**src/rtl/torrence_types.sv**
```systemverilog
// Shared memory-system types: L1/L2 request encodings, requester ids and
// the L2 port scheduler state encoding.
package torrence_types;

  typedef enum logic {
    READ  = 1'b0,
    WRITE = 1'b1
  } memory_operation_t;

  typedef enum logic [1:0] {
    BYTE = 2'd0,
    HALF = 2'd1,
    WORD = 2'd2
  } memory_access_size_t;

  typedef enum logic {
    ICACHE = 1'b0,
    DCACHE = 1'b1
  } requester_id_t;

  // Plain vector encoding keeps the state compatible with older tooling.
  typedef logic [1:0] arb_state_t;
  localparam arb_state_t IDLE     = 2'd0;
  localparam arb_state_t ISSUE    = 2'd1;
  localparam arb_state_t WAIT_RSP = 2'd2;
  localparam arb_state_t RESPOND  = 2'd3;

  function automatic requester_id_t other_requester(input requester_id_t id);
    return (id == ICACHE) ? DCACHE : ICACHE;
  endfunction

endpackage

```
**src/rtl/rr_pick2.sv**
```systemverilog
// Two-way round-robin pick: a lone requester wins, a tie goes to the
// requester that was not granted last.
module rr_pick2
  import torrence_types::*;
(
  input  logic          icache_valid,
  input  logic          dcache_valid,
  input  requester_id_t last_grant,
  output logic          grant_valid,
  output requester_id_t grant_id
);

  always_comb begin
    // NOTE: every output gets a default first so no path leaves it unassigned (no latch).
    grant_valid = icache_valid | dcache_valid;
    grant_id    = ICACHE;
    if (icache_valid && dcache_valid) begin
      grant_id = other_requester(last_grant);
    end else if (dcache_valid) begin
      grant_id = DCACHE;
    end
  end

endmodule

```
**src/rtl/l2_port_scheduler.sv**
```systemverilog
// Shares the blocking L2 request port between the icache and dcache miss paths,
// one transaction at a time. Define L2_SCHED_PERF_CNT_EN to add grant/contention counters.
module l2_port_scheduler
  import torrence_types::*;
#(
  parameter int XLEN = 32
`ifdef L2_SCHED_PERF_CNT_EN
  , parameter int CNT_WIDTH = 32
`endif
) (
  input  logic                clk,
  input  logic                reset,

  input  logic                icache_req_valid,
  input  logic [XLEN-1:0]     icache_req_addr,
  output logic                icache_req_ready,
  output logic                icache_rsp_valid,
  output logic [XLEN-1:0]     icache_rsp_rdata,

  input  logic                dcache_req_valid,
  input  memory_operation_t   dcache_req_op,
  input  memory_access_size_t dcache_req_size,
  input  logic [XLEN-1:0]     dcache_req_addr,
  input  logic [XLEN-1:0]     dcache_req_wdata,
  output logic                dcache_req_ready,
  output logic                dcache_rsp_valid,
  output logic [XLEN-1:0]     dcache_rsp_rdata,

  output logic                l2_req_valid,
  output memory_operation_t   l2_req_op,
  output memory_access_size_t l2_req_size,
  output logic [XLEN-1:0]     l2_req_addr,
  output logic [XLEN-1:0]     l2_req_wdata,
  input  logic                l2_req_ready,
  input  logic                l2_rsp_valid,
  input  logic [XLEN-1:0]     l2_rsp_rdata
`ifdef L2_SCHED_PERF_CNT_EN
  ,
  output logic [CNT_WIDTH-1:0] icache_grant_count,
  output logic [CNT_WIDTH-1:0] dcache_grant_count,
  output logic [CNT_WIDTH-1:0] contention_cycles
`endif
);

  arb_state_t          state_q;
  requester_id_t       owner_q;
  requester_id_t       last_grant_q;
  memory_operation_t   hold_op_q;
  memory_access_size_t hold_size_q;
  logic [XLEN-1:0]     hold_addr_q;
  logic [XLEN-1:0]     hold_wdata_q;
  logic [XLEN-1:0]     rsp_rdata_q;
  logic                icache_ready_q;
  logic                dcache_ready_q;

  logic                grant_valid;
  requester_id_t       grant_id;

  rr_pick2 u_pick (
    .icache_valid (icache_req_valid),
    .dcache_valid (dcache_req_valid),
    .last_grant   (last_grant_q),
    .grant_valid  (grant_valid),
    .grant_id     (grant_id)
  );

  always_ff @(posedge clk) begin
    // NOTE: sequential state uses non-blocking assignments so every register
    // samples pre-edge values, independent of statement order.
    if (!reset) begin
      state_q        <= IDLE;
      owner_q        <= ICACHE;
      last_grant_q   <= DCACHE;
      hold_op_q      <= READ;
      hold_size_q    <= BYTE;
      hold_addr_q    <= '0;
      hold_wdata_q   <= '0;
      rsp_rdata_q    <= '0;
      icache_ready_q <= 1'b0;
      dcache_ready_q <= 1'b0;
    end else begin
      icache_ready_q <= 1'b0;
      dcache_ready_q <= 1'b0;
      case (state_q)
        IDLE: begin
          if (grant_valid) begin
            owner_q <= grant_id;
            state_q <= ISSUE;
            if (grant_id == ICACHE) begin
              // The icache only ever fetches whole words.
              hold_op_q      <= READ;
              hold_size_q    <= WORD;
              hold_addr_q    <= icache_req_addr;
              hold_wdata_q   <= '0;
              icache_ready_q <= 1'b1;
            end else begin
              hold_op_q      <= dcache_req_op;
              hold_size_q    <= dcache_req_size;
              hold_addr_q    <= dcache_req_addr;
              hold_wdata_q   <= dcache_req_wdata;
              dcache_ready_q <= 1'b1;
            end
          end
        end
        ISSUE: begin
          if (l2_req_ready) begin
            // A response arriving with the accept skips the wait state.
            if (l2_rsp_valid) begin
              rsp_rdata_q <= l2_rsp_rdata;
              state_q     <= RESPOND;
            end else begin
              state_q <= WAIT_RSP;
            end
          end
        end
        WAIT_RSP: begin
          if (l2_rsp_valid) begin
            rsp_rdata_q <= l2_rsp_rdata;
            state_q     <= RESPOND;
          end
        end
        RESPOND: begin
          last_grant_q <= owner_q;
          state_q      <= IDLE;
        end
        default: state_q <= IDLE;
      endcase
    end
  end

  assign icache_req_ready = icache_ready_q;
  assign dcache_req_ready = dcache_ready_q;
  assign icache_rsp_valid = (state_q == RESPOND) && (owner_q == ICACHE);
  assign dcache_rsp_valid = (state_q == RESPOND) && (owner_q == DCACHE);
  assign icache_rsp_rdata = rsp_rdata_q;
  assign dcache_rsp_rdata = rsp_rdata_q;

  assign l2_req_valid = (state_q == ISSUE);
  assign l2_req_op    = hold_op_q;
  assign l2_req_size  = hold_size_q;
  assign l2_req_addr  = hold_addr_q;
  assign l2_req_wdata = hold_wdata_q;

`ifdef L2_SCHED_PERF_CNT_EN
  localparam logic [CNT_WIDTH-1:0] CNT_MAX = '1;

  logic [CNT_WIDTH-1:0] icache_cnt_q;
  logic [CNT_WIDTH-1:0] dcache_cnt_q;
  logic [CNT_WIDTH-1:0] contention_q;
  logic                 idle_grant;
  logic                 idle_contention;

  assign idle_grant      = (state_q == IDLE) && grant_valid;
  assign idle_contention = (state_q == IDLE) && icache_req_valid && dcache_req_valid;

  // Saturating counters: they stick at all-ones rather than wrap.
  always_ff @(posedge clk) begin
    if (!reset) begin
      icache_cnt_q <= '0;
      dcache_cnt_q <= '0;
      contention_q <= '0;
    end else begin
      if (idle_grant && (grant_id == ICACHE) && (icache_cnt_q != CNT_MAX))
        icache_cnt_q <= icache_cnt_q + CNT_WIDTH'(1);
      if (idle_grant && (grant_id == DCACHE) && (dcache_cnt_q != CNT_MAX))
        dcache_cnt_q <= dcache_cnt_q + CNT_WIDTH'(1);
      if (idle_contention && (contention_q != CNT_MAX))
        contention_q <= contention_q + CNT_WIDTH'(1);
    end
  end

  assign icache_grant_count = icache_cnt_q;
  assign dcache_grant_count = dcache_cnt_q;
  assign contention_cycles  = contention_q;
`endif

  // A response with no transaction waiting on it points at an L2 protocol bug.
  spurious_l2_rsp: assert property (@(posedge clk) disable iff (!reset)
    !(l2_rsp_valid && ((state_q == IDLE) || (state_q == RESPOND))));

endmodule
```
**config.mk**
```make
export PLATFORM = sky130hd
export DESIGN_NAME = l2_port_scheduler
export DESIGN_NICKNAME = d
export VERILOG_FILES = /design/src/rtl/torrence_types.sv /design/src/rtl/rr_pick2.sv /design/src/rtl/l2_port_scheduler.sv
export SDC_FILE = /design/constraint.sdc
export NUM_CORES = 1
export LEC_CHECK = 0
export ABC_AREA = 1
export CAP_MARGIN = 5
export CORE_MARGIN = 8
export CORE_UTILIZATION = 41
export DETAILED_ROUTE_END_ITERATION = 10
export PLACE_DENSITY = 0.87
export SETUP_SLACK_MARGIN = 0.1
export SLEW_MARGIN = 20
export SYNTH_ARGS = -nofsm -noshare
export SYNTH_HDL_FRONTEND = slang
export SYNTH_SLANG_ARGS = --single-unit
export TNS_END_PERCENT = 100
```
**constraint.sdc**
```tcl
create_clock -name clk -period 2.3 [get_ports clk]
set_input_delay 0.46 -clock clk [delete_from_list [all_inputs] [get_ports clk]]
set_output_delay 0.46 -clock clk [all_outputs]
set_load 0.05 [all_outputs]
```
== Yosys cells after proc, flatten, opt, wreduce, memory -nomap -nowiden ==
Cells that the tools add are included.
W data, S select, Z words.
Storage, ports and cells
  output and inout port bits: 136
  bits of input ports: 137
  register bits: 105
Operators by class
  equal/unequal tests: 6
  multiplexer cells: 17
  bitwise gates (word level): 2
  reduce and logical (&&, ||, !) cells: 9
Operator list (number)
  $mux W32: 4
  $pmux W32 S2: 1
  $mux W2: 4
  $pmux W2 S4: 1
  $mux W1: 7
  $reduce_and A3 Y1: 2
  $eq A2 B2 Y1 const B: 2
  $ne A2 B2 Y1 const B: 2
  $reduce_and A2 Y1: 2
  $logic_and A1 B1 Y1: 3
  $eq A2 B1 Y1 const B: 1
  $logic_not A2 Y1: 1
  $ne A2 B1 Y1 const B: 1
  $reduce_bool A2 Y1: 1
  $not A1 Y1: 1
  $or A1 B1 Y1: 1

== Longest topological paths before layout ==
Gate-level depths: netlist of run 1.
  depth in word-level cells: 3
  depth in mapped cells: 9
  gate-level depth less buffers: 7

== Modules after synthesis ==
From an unflattened synthesis of run 1, not the netlist that was laid out.
Unflattened totals
  cells, all modules: 559
  area, all modules: 4647.0 µm²
By module, submodules not included
  l2_port_scheduler: area an instance 4631.9 µm², seq. area each 2102.0 µm², cells each 556, times used 1
  rr_pick2: area an instance 15.0 µm², seq. area each 0.0 µm², cells each 3, times used 1

== Worst setup path after synthesis of run 1 ==
Ideal clock, no wire load.
  path type: register to register
  start point: register state_q[1]
  end point: register rsp_rdata_q[10], in the netlist dcache_rsp_rdata[10]
  path slack: 566 ps
  path buffers: 1
  data arrival time: 1602 ps
  library setup time: 132 ps
  cell stages (with the launch flop): 9
  cells stage by stage: dfxtp_1 > inv_1 > ha_1 > nor2_1 > nor2_2 > nand2_1 > buf_2 > nand2_1 > a21oi_1
Between the ends
  longest elaborated chain between the ends: 3
  elaborated cells on any way between the ends: 6
  those cells by class: 3 x eq/ne; 1 x mux; 2 x reduce/logical
Ends and longest elaborated chain
  start: declaration: RTL line l2_port_scheduler.sv:45  | arb_state_t state_q;
  start signal: assignment: RTL line l2_port_scheduler.sv:71  | state_q <= IDLE;
  start signal: assignment: RTL line l2_port_scheduler.sv:88  | state_q <= ISSUE;
  start signal: assignment: RTL line l2_port_scheduler.sv:110  | state_q <= RESPOND;
  $eq A2 B1 Y1 *
  net l2_req_valid: RTL line l2_port_scheduler.sv:29  | output logic l2_req_valid,
  $ne A2 B1 Y1 (no line) / $reduce_bool A2 Y1 (equally long branches)
  $reduce_and A2 Y1 (no line)
  end signal: assignment: RTL line l2_port_scheduler.sv:109  | rsp_rdata_q <= l2_rsp_rdata;
  end signal: assignment: RTL line l2_port_scheduler.sv:118  | rsp_rdata_q <= l2_rsp_rdata;
  end: declaration: RTL line l2_port_scheduler.sv:52  | logic [XLEN-1:0] rsp_rdata_q;
Mark *: on every way through the listed nets, which the timed path passes. The rest lies on a longest branch.
A chain may end at the register's enable or synchronous reset.

== Worst setup path after layout of run 1 ==
  start point: register rsp_rdata_q[2], in the netlist dcache_rsp_rdata[2]
  end point: output port icache_rsp_rdata[2]
RTL lines
  end: declaration: RTL line l2_port_scheduler.sv:18  | output logic [XLEN-1:0] icache_rsp_rdata,
No word-level cell between the ends.

==> flow_summary.json, run 1 <==
{
  "start_kind": "flop",
  "tns_ns": 0,
  "area_growth_pct": 59.64,
  "postCtsSetupRepairBufs": 0,
  "yosysSeqAreaShare": 0.4557,
  "cts_resized": 0,
  "routed_wl_mm": 15.27,
  "dpl.hpwl_mm": 11.89,
  "cts_root_buf": "clkbuf_8",
  "grt_max_degree": 66,
  "slew_violations": 0,
  "overflow": 0,
  "combinationalPowerShare": 0.566,
  "setup_viol": 0,
  "cts_buffers": 9,
  "ios": 273,
  "synth-main-ff-cell": "dfxtp_1",
  "p_sw_mw": 3.852,
  "tightest_slew_ns": 0.5641,
  "hp-start": "l2_req_wdata[13]$_SDFFE_PN0P_",
  "ant_nets": 0,
  "gp_routability_congestion": 0.7801,
  "power_mw": 7.983,
  "yosysTopAreaCellShare": 0.4557,
  "hold_depth": 2,
  "grt_antenna_before_repair": 0,
  "relSlewSlack": 0.6227,
  "timing.rr.end": "l2_req_op$_SDFFE_PN0P_",
  "synth_edf_count": 0,
  "layout.nets": 1018,
  "critPathArrivalTime_ns": 1.60,
  "r2r_cells": 7,
  "synth_area_leaders": "dfxtp_1, nand2_1, nor2_1",
  "viasPerCell": 4.686,
  "p_per_area_nw_per_um2": 1084,
  "hold_buffers": 0,
  "dieArea_sq_um": 14900,
  "ys_ff_latch": 105,
  "p_leak_nw": 2.921,
  "core_area_sq_um": 10890,
  "vias": 4775,
  "max_stage_delay_ns": 0.85,
  "rsz0062_at_grt": "no",
  "row_count": 38,
  "drive_gt1_frac": 0.04437,
  "swShare": 0.4825,
  "syn_nets": 793,
  "critPathSlowestCell": "clkdlybuf4s50_1",
  "clkTransAtPathRegs_ns": 0.11,
  "peakVddDrop_mv": 0.7393,
  "hp-class": "reg2reg",
  "r2r_start": "state_q[0]$_SDFFE_PN0P_",
  "yosysUniqueCellTypes": 19,
  "first_iter_violations": 424,
  "cp_max_fo": 3,
  "worst-setup-path-type": "reg2out",
  "wl_per_cell_um": 14.99,
  "worst-path-buf-inv": 1,
  "post-route-util": 0.6764,
  "syn_area_sq_um": 4613,
  "diodes": 0,
  "grt_pass1_vias": 4504,
  "first_pass_iters": 5,
  "grt_first_pass_wirelength_mm": 23.16,
  "synth_top_area_cell": "dfxtp_1",
  "initial_utilization": 0.4237,
  "fill_cells": 896,
  "max_freq_mhz": 485.4,
  "crit_required_ns": 1.84,
  "io_buffers": 272,
  "die_w_um": 122.1,
  "drv_cap": 0,
  "cts_tree": "yes",
  "drc_errors": 0,
  "end_kind": "output pin",
  "p_seq_frac": 0.306,
  "synth.most_common_cell": "nand2_1",
  "numClockSinks": 105,
  "syn_area_per_cell_sq_um": 7.097,
  "synthArstFlopShare": 0,
  "fin_crit_sh": 0.8957,
  "worstPathCellList": "clkdlybuf4s50_1",
  "intPower_mw": 4.131,
  "netlist_instances": 650,
  "skew_ns": 0.01719,
  "finalCriticalPeriod_ns": 2.060,
  "die_h_um": 122.1,
  "clock_latency_ns": 0.35,
  "critPathTopFamily": "buffers and inverters",
  "hold_viol": 0,
  "track_usage": 0.1923,
  "status": "completed",
  "p_clk_frac": 0.128,
  "clockBufferDepth": 2,
  "synth_commonest_cells": "nand2_1, dfxtp_1, nor2_1",
  "min_to": "l2_req_wdata[13]$_SDFFE_PN0P_",
  "rrSetupSlack_ns": 0.66,
  "cts.htree.levels": 3,
  "ys_warn_count": 0
}
-- per-layer routing --
layer / vias to the layer above / GRT usage / part of all wire
li1: 2436 / - / -
met1: 2114 / 0.2148 / 0.39
met2: 211 / 0.3266 / 0.47
met3: 14 / 0.08746 / 0.12
met4: 0 / 0.04798 / 0.017
met5: - / 0 / 0
-- per-stage QoR --
step                      area (sq um)  hold WS (ns)  std cells  setup slack [ns]
after floorplan                   4613        0.4287        650            0.5656
after global placement            7194        0.4510       1004            0.4326
after detailed placement          7194        0.4552       1004            0.4235
after CTS                         7365        0.4716       1019            0.2123
after global routing              7365        0.4886       1019            0.1762
final                             7365        0.4710       1019            0.2399
-- kinds of logic (layout without fill, tap and decap cells) --
logic type	after synthesis	after routing	synth area share
adders and majority gates	6	6	0.01627
and+or+nand+nor	324	324	0.2772
DFF	105	105	0.4557
AOI/OAI and AO/OA	101	101	0.1096
buffers and inverters	114	343	0.1413
-- power by group through the flow --
stage / logic [mW] / clock network [mW] / registers, mW
after floorplan: 1.93 / 0 / 3.71
after global placement: 4.50 / 0 / 2.47
after detailed placement: 4.54 / 0 / 2.48
after CTS: 4.55 / 1.06 / 2.45
after global routing: 4.83 / 1.13 / 2.50
final: 4.52 / 1.02 / 2.45
-- state kept, by name (all words and copies together) (netlist names) --
signal	cells
l2_req_op	1
state_q	2
l2_req_addr	32
dcache_rsp_rdata	32
l2_req_wdata	32
l2_req_size	2
icache_req_ready	1
last_grant_q	1
dcache_req_ready	1
owner_q	1
-- cells in the final DEF (no fill, tap or decap), types with 9 or more instances in the layout --
master           instances
a21oi_1                 68
buf_4                   11
clkbuf_8                 9
clkdlybuf4s50_1        269
dfxtp_1                105
inv_1                   38
nand2_1                177
nand3_1                 35
nor2_1                 105
o21ai_0                 31
-- layout make-up --
| class | count | area (sq um) | area share |
|---|---|---|---|
| Clock buffer | 10 | 127.6 | 0.01733 |
| Clock inverter | 5 | 42.54 | 0.005776 |
| Inverter | 42 | 157.7 | 0.02141 |
| Multi-Input combinational cell | 431 | 1864 | 0.2531 |
| Sequential cell | 105 | 2102 | 0.2854 |
| Tap cell | 140 | 175.2 | 0.02379 |
| Timing Repair Buffer | 286 | 2895 | 0.3931 |
-- worst max-delay path by stage --
| stage | from | end | slack [ns] | depth (start not counted) |
|---|---|---|---|---|
| floorplan | state_q[1]$_SDFFE_PN0P_ | dcache_rsp_rdata[10]$_SDFFE_PN0P_ | 0.57 | 8 |
| global placement | icache_req_valid | l2_req_addr[25]$_SDFFE_PN0P_ | 0.43 | 8 |
| detailed placement | icache_req_valid | l2_req_addr[25]$_SDFFE_PN0P_ | 0.42 | 8 |
| CTS | dcache_rsp_rdata[2]$_SDFFE_PN0P_ | icache_rsp_rdata[2] | 0.21 | 1 |
| global route | dcache_rsp_rdata[2]$_SDFFE_PN0P_ | icache_rsp_rdata[2] | 0.18 | 1 |
| finish | dcache_rsp_rdata[2]$_SDFFE_PN0P_ | icache_rsp_rdata[2] | 0.24 | 1 |
(Power assumes the default switching activity.)
==> inputs of run 2 (changes only) <==
--- a/config.mk
+++ b/config.mk
@@ -8,9 +8,10 @@
 export ABC_AREA = 1
 export CAP_MARGIN = 5
 export CORE_MARGIN = 8
-export CORE_UTILIZATION = 41
+export CORE_UTILIZATION = 55
 export DETAILED_ROUTE_END_ITERATION = 10
-export PLACE_DENSITY = 0.87
+export DONT_BUFFER_PORTS = 1
+export PLACE_DENSITY = 0.7
 export SETUP_SLACK_MARGIN = 0.1
 export SLEW_MARGIN = 20
 export SYNTH_ARGS = -nofsm -noshare
==> flow_summary.json, run 2 (synthesized netlist as in run 1, its figures left out) <==
{
  "status": "completed",
  "final_cell_mix": "nand2_1, nor2_1, dfxtp_1",
  "die_w_um": 107.6,
  "ios": 273,
  "clockBufferDepth": 2,
  "p_per_area_nw_per_um2": 1463,
  "first_pass_iters": 4,
  "track_usage": 0.1963,
  "rsz0062_at_grt": "no",
  "grt_max_degree": 66,
  "cts_buffers": 9,
  "initial_utilization": 0.5643,
  "cts_resized": 0,
  "worstPathCellList": "ha_1 > nand2_1 > inv_1",
  "area_growth_pct": 4.041,
  "viasPerCell": 5.154,
  "slew_violations": 0,
  "grt_antenna_before_repair": 0,
  "wl_per_cell_um": 16.29,
  "worst-setup-path-type": "reg2out",
  "hold_buffers": 0,
  "layout.nets": 773,
  "p_leak_nw": 2.058,
  "io_buffers": 0,
  "critPathLaunch": "state_q[0]$_SDFFE_PN0P_",
  "drc_errors": 0,
  "first_iter_violations": 204,
  "rrSetupSlack_ns": 0.52,
  "gp_routability_congestion": 0.8185,
  "end_kind": "output pin",
  "post-route-util": 0.5871,
  "diodes": 0,
  "crit_required_ns": 1.84,
  "timing.rr.end": "l2_req_addr[9]$_SDFFE_PN0P_",
  "tns_ns": 0,
  "ant_nets": 0,
  "crit_end": "dcache_rsp_valid",
  "hp-start": "reset",
  "cts.htree.levels": 3,
  "relSlewSlack": 0.6104,
  "drive_gt1_frac": 0.1024,
  "cts_root_buf": "clkbuf_8",
  "die_h_um": 107.6,
  "grtUsageMet2": 0.3364,
  "grt_first_pass_wirelength_mm": 18.38,
  "hold_viol": 0,
  "fill_cells": 788,
  "routed_wl_mm": 12.05,
  "r2r_start": "state_q[0]$_SDFFE_PN0P_",
  "grtUsageMet1": 0.2129,
  "clock_latency_ns": 0.36,
  "layout_commonest_cell": "nand2_1",
  "drv_cap": 0,
  "numClockSinks": 105,
  "cts_tree": "yes",
  "postCtsSetupRepairBufs": 0,
  "setup_viol": 0,
  "cp_max_fo": 5,
  "overflow": 0,
  "row_count": 33,
  "clkTransAtPathRegs_ns": 0.10,
  "busiest_layer": "met2",
  "skew_ns": 0.009943,
  "fin_crit_sh": 0.8013,
  "vias": 3814,
  "core_area_sq_um": 8175,
  "max_stage_delay_ns": 0.41,
  "start_kind": "flop",
  "hp-class": "in2reg",
  "finalCriticalPeriod_ns": 1.843,
  "max_freq_mhz": 542.6,
  "met3_usage": 0.08443,
  "peakVddDrop_mv": 0.6900,
  "grt_pass1_vias": 3586,
  "critPathSlowestCell": "dfxtp_1",
  "dieArea_sq_um": 11570,
  "tightest_slew_ns": 0.5836,
  "critPathArrivalTime_ns": 1.38,
  "r2r_cells": 8,
  "dpl.hpwl_mm": 8.942
}
==> run 2: power breakdown <==
part	internal, mW	switching [mW]
Clock	0.546	0.637
Sequential	2.21	1.17
Combinational	0.621	1.84
Total	3.38	3.65
==> run 2: cell type report <==
type,count,area [sq um],share of cell area
clock buffers,10,137.6,0.02868
well taps,105,131.4,0.02737
multi-input cells,431,1864,0.3884
clock inverters,6,73.82,0.01538
inverters,42,157.7,0.03285
repair buffers,41,332.8,0.06934
flip-flops and latches,105,2102,0.4380
==> run 2: metrics by stage <==
stage / cell area (sq um) / setup WS, ns / cells / hold slack, ns / power (mW)
CTS: 4800 / 0.4090 / 740 / 0.1702 / 7.105
global route: 4800 / 0.3323 / 740 / 0.1657 / 7.467
global placement: 4588 / 0.5919 / 724 / 0.4495 / 5.842
finish: 4800 / 0.4571 / 740 / 0.1912 / 7.021
floorplan: 4613 / 0.5656 / 650 / 0.4287 / 5.636
detailed placement: 4588 / 0.5391 / 724 / 0.4565 / 5.908
==> run 2: worst min path at each step <==
stage	slack, ns	depth (start not counted)	to
floorplan	0.43	2	last_grant_q$_SDFFE_PN1N_
global placement	0.45	2	dcache_rsp_rdata[20]$_SDFFE_PN0P_
detailed placement	0.46	2	dcache_rsp_rdata[28]$_SDFFE_PN0P_
CTS	0.17	1	last_grant_q$_SDFFE_PN1N_
global route	0.17	1	last_grant_q$_SDFFE_PN1N_
finish	0.19	1	last_grant_q$_SDFFE_PN1N_
==> run 2: layer usage <==
layer  routed length (um)  vias up
li1                     -     1954
met1                 4450     1668
met2                 6166      180
met3                 1301       12
met4                  135        0
met5                    0        -
==> run 2: critical path: cells and delay by family, from the launching register on <==
kind | cells | cell delay [ns]
buf+inv | 1 | 0.34
fa+ha+maj | 1 | 0.21
simple gates | 1 | 0.07
flops | 1 | 0.41
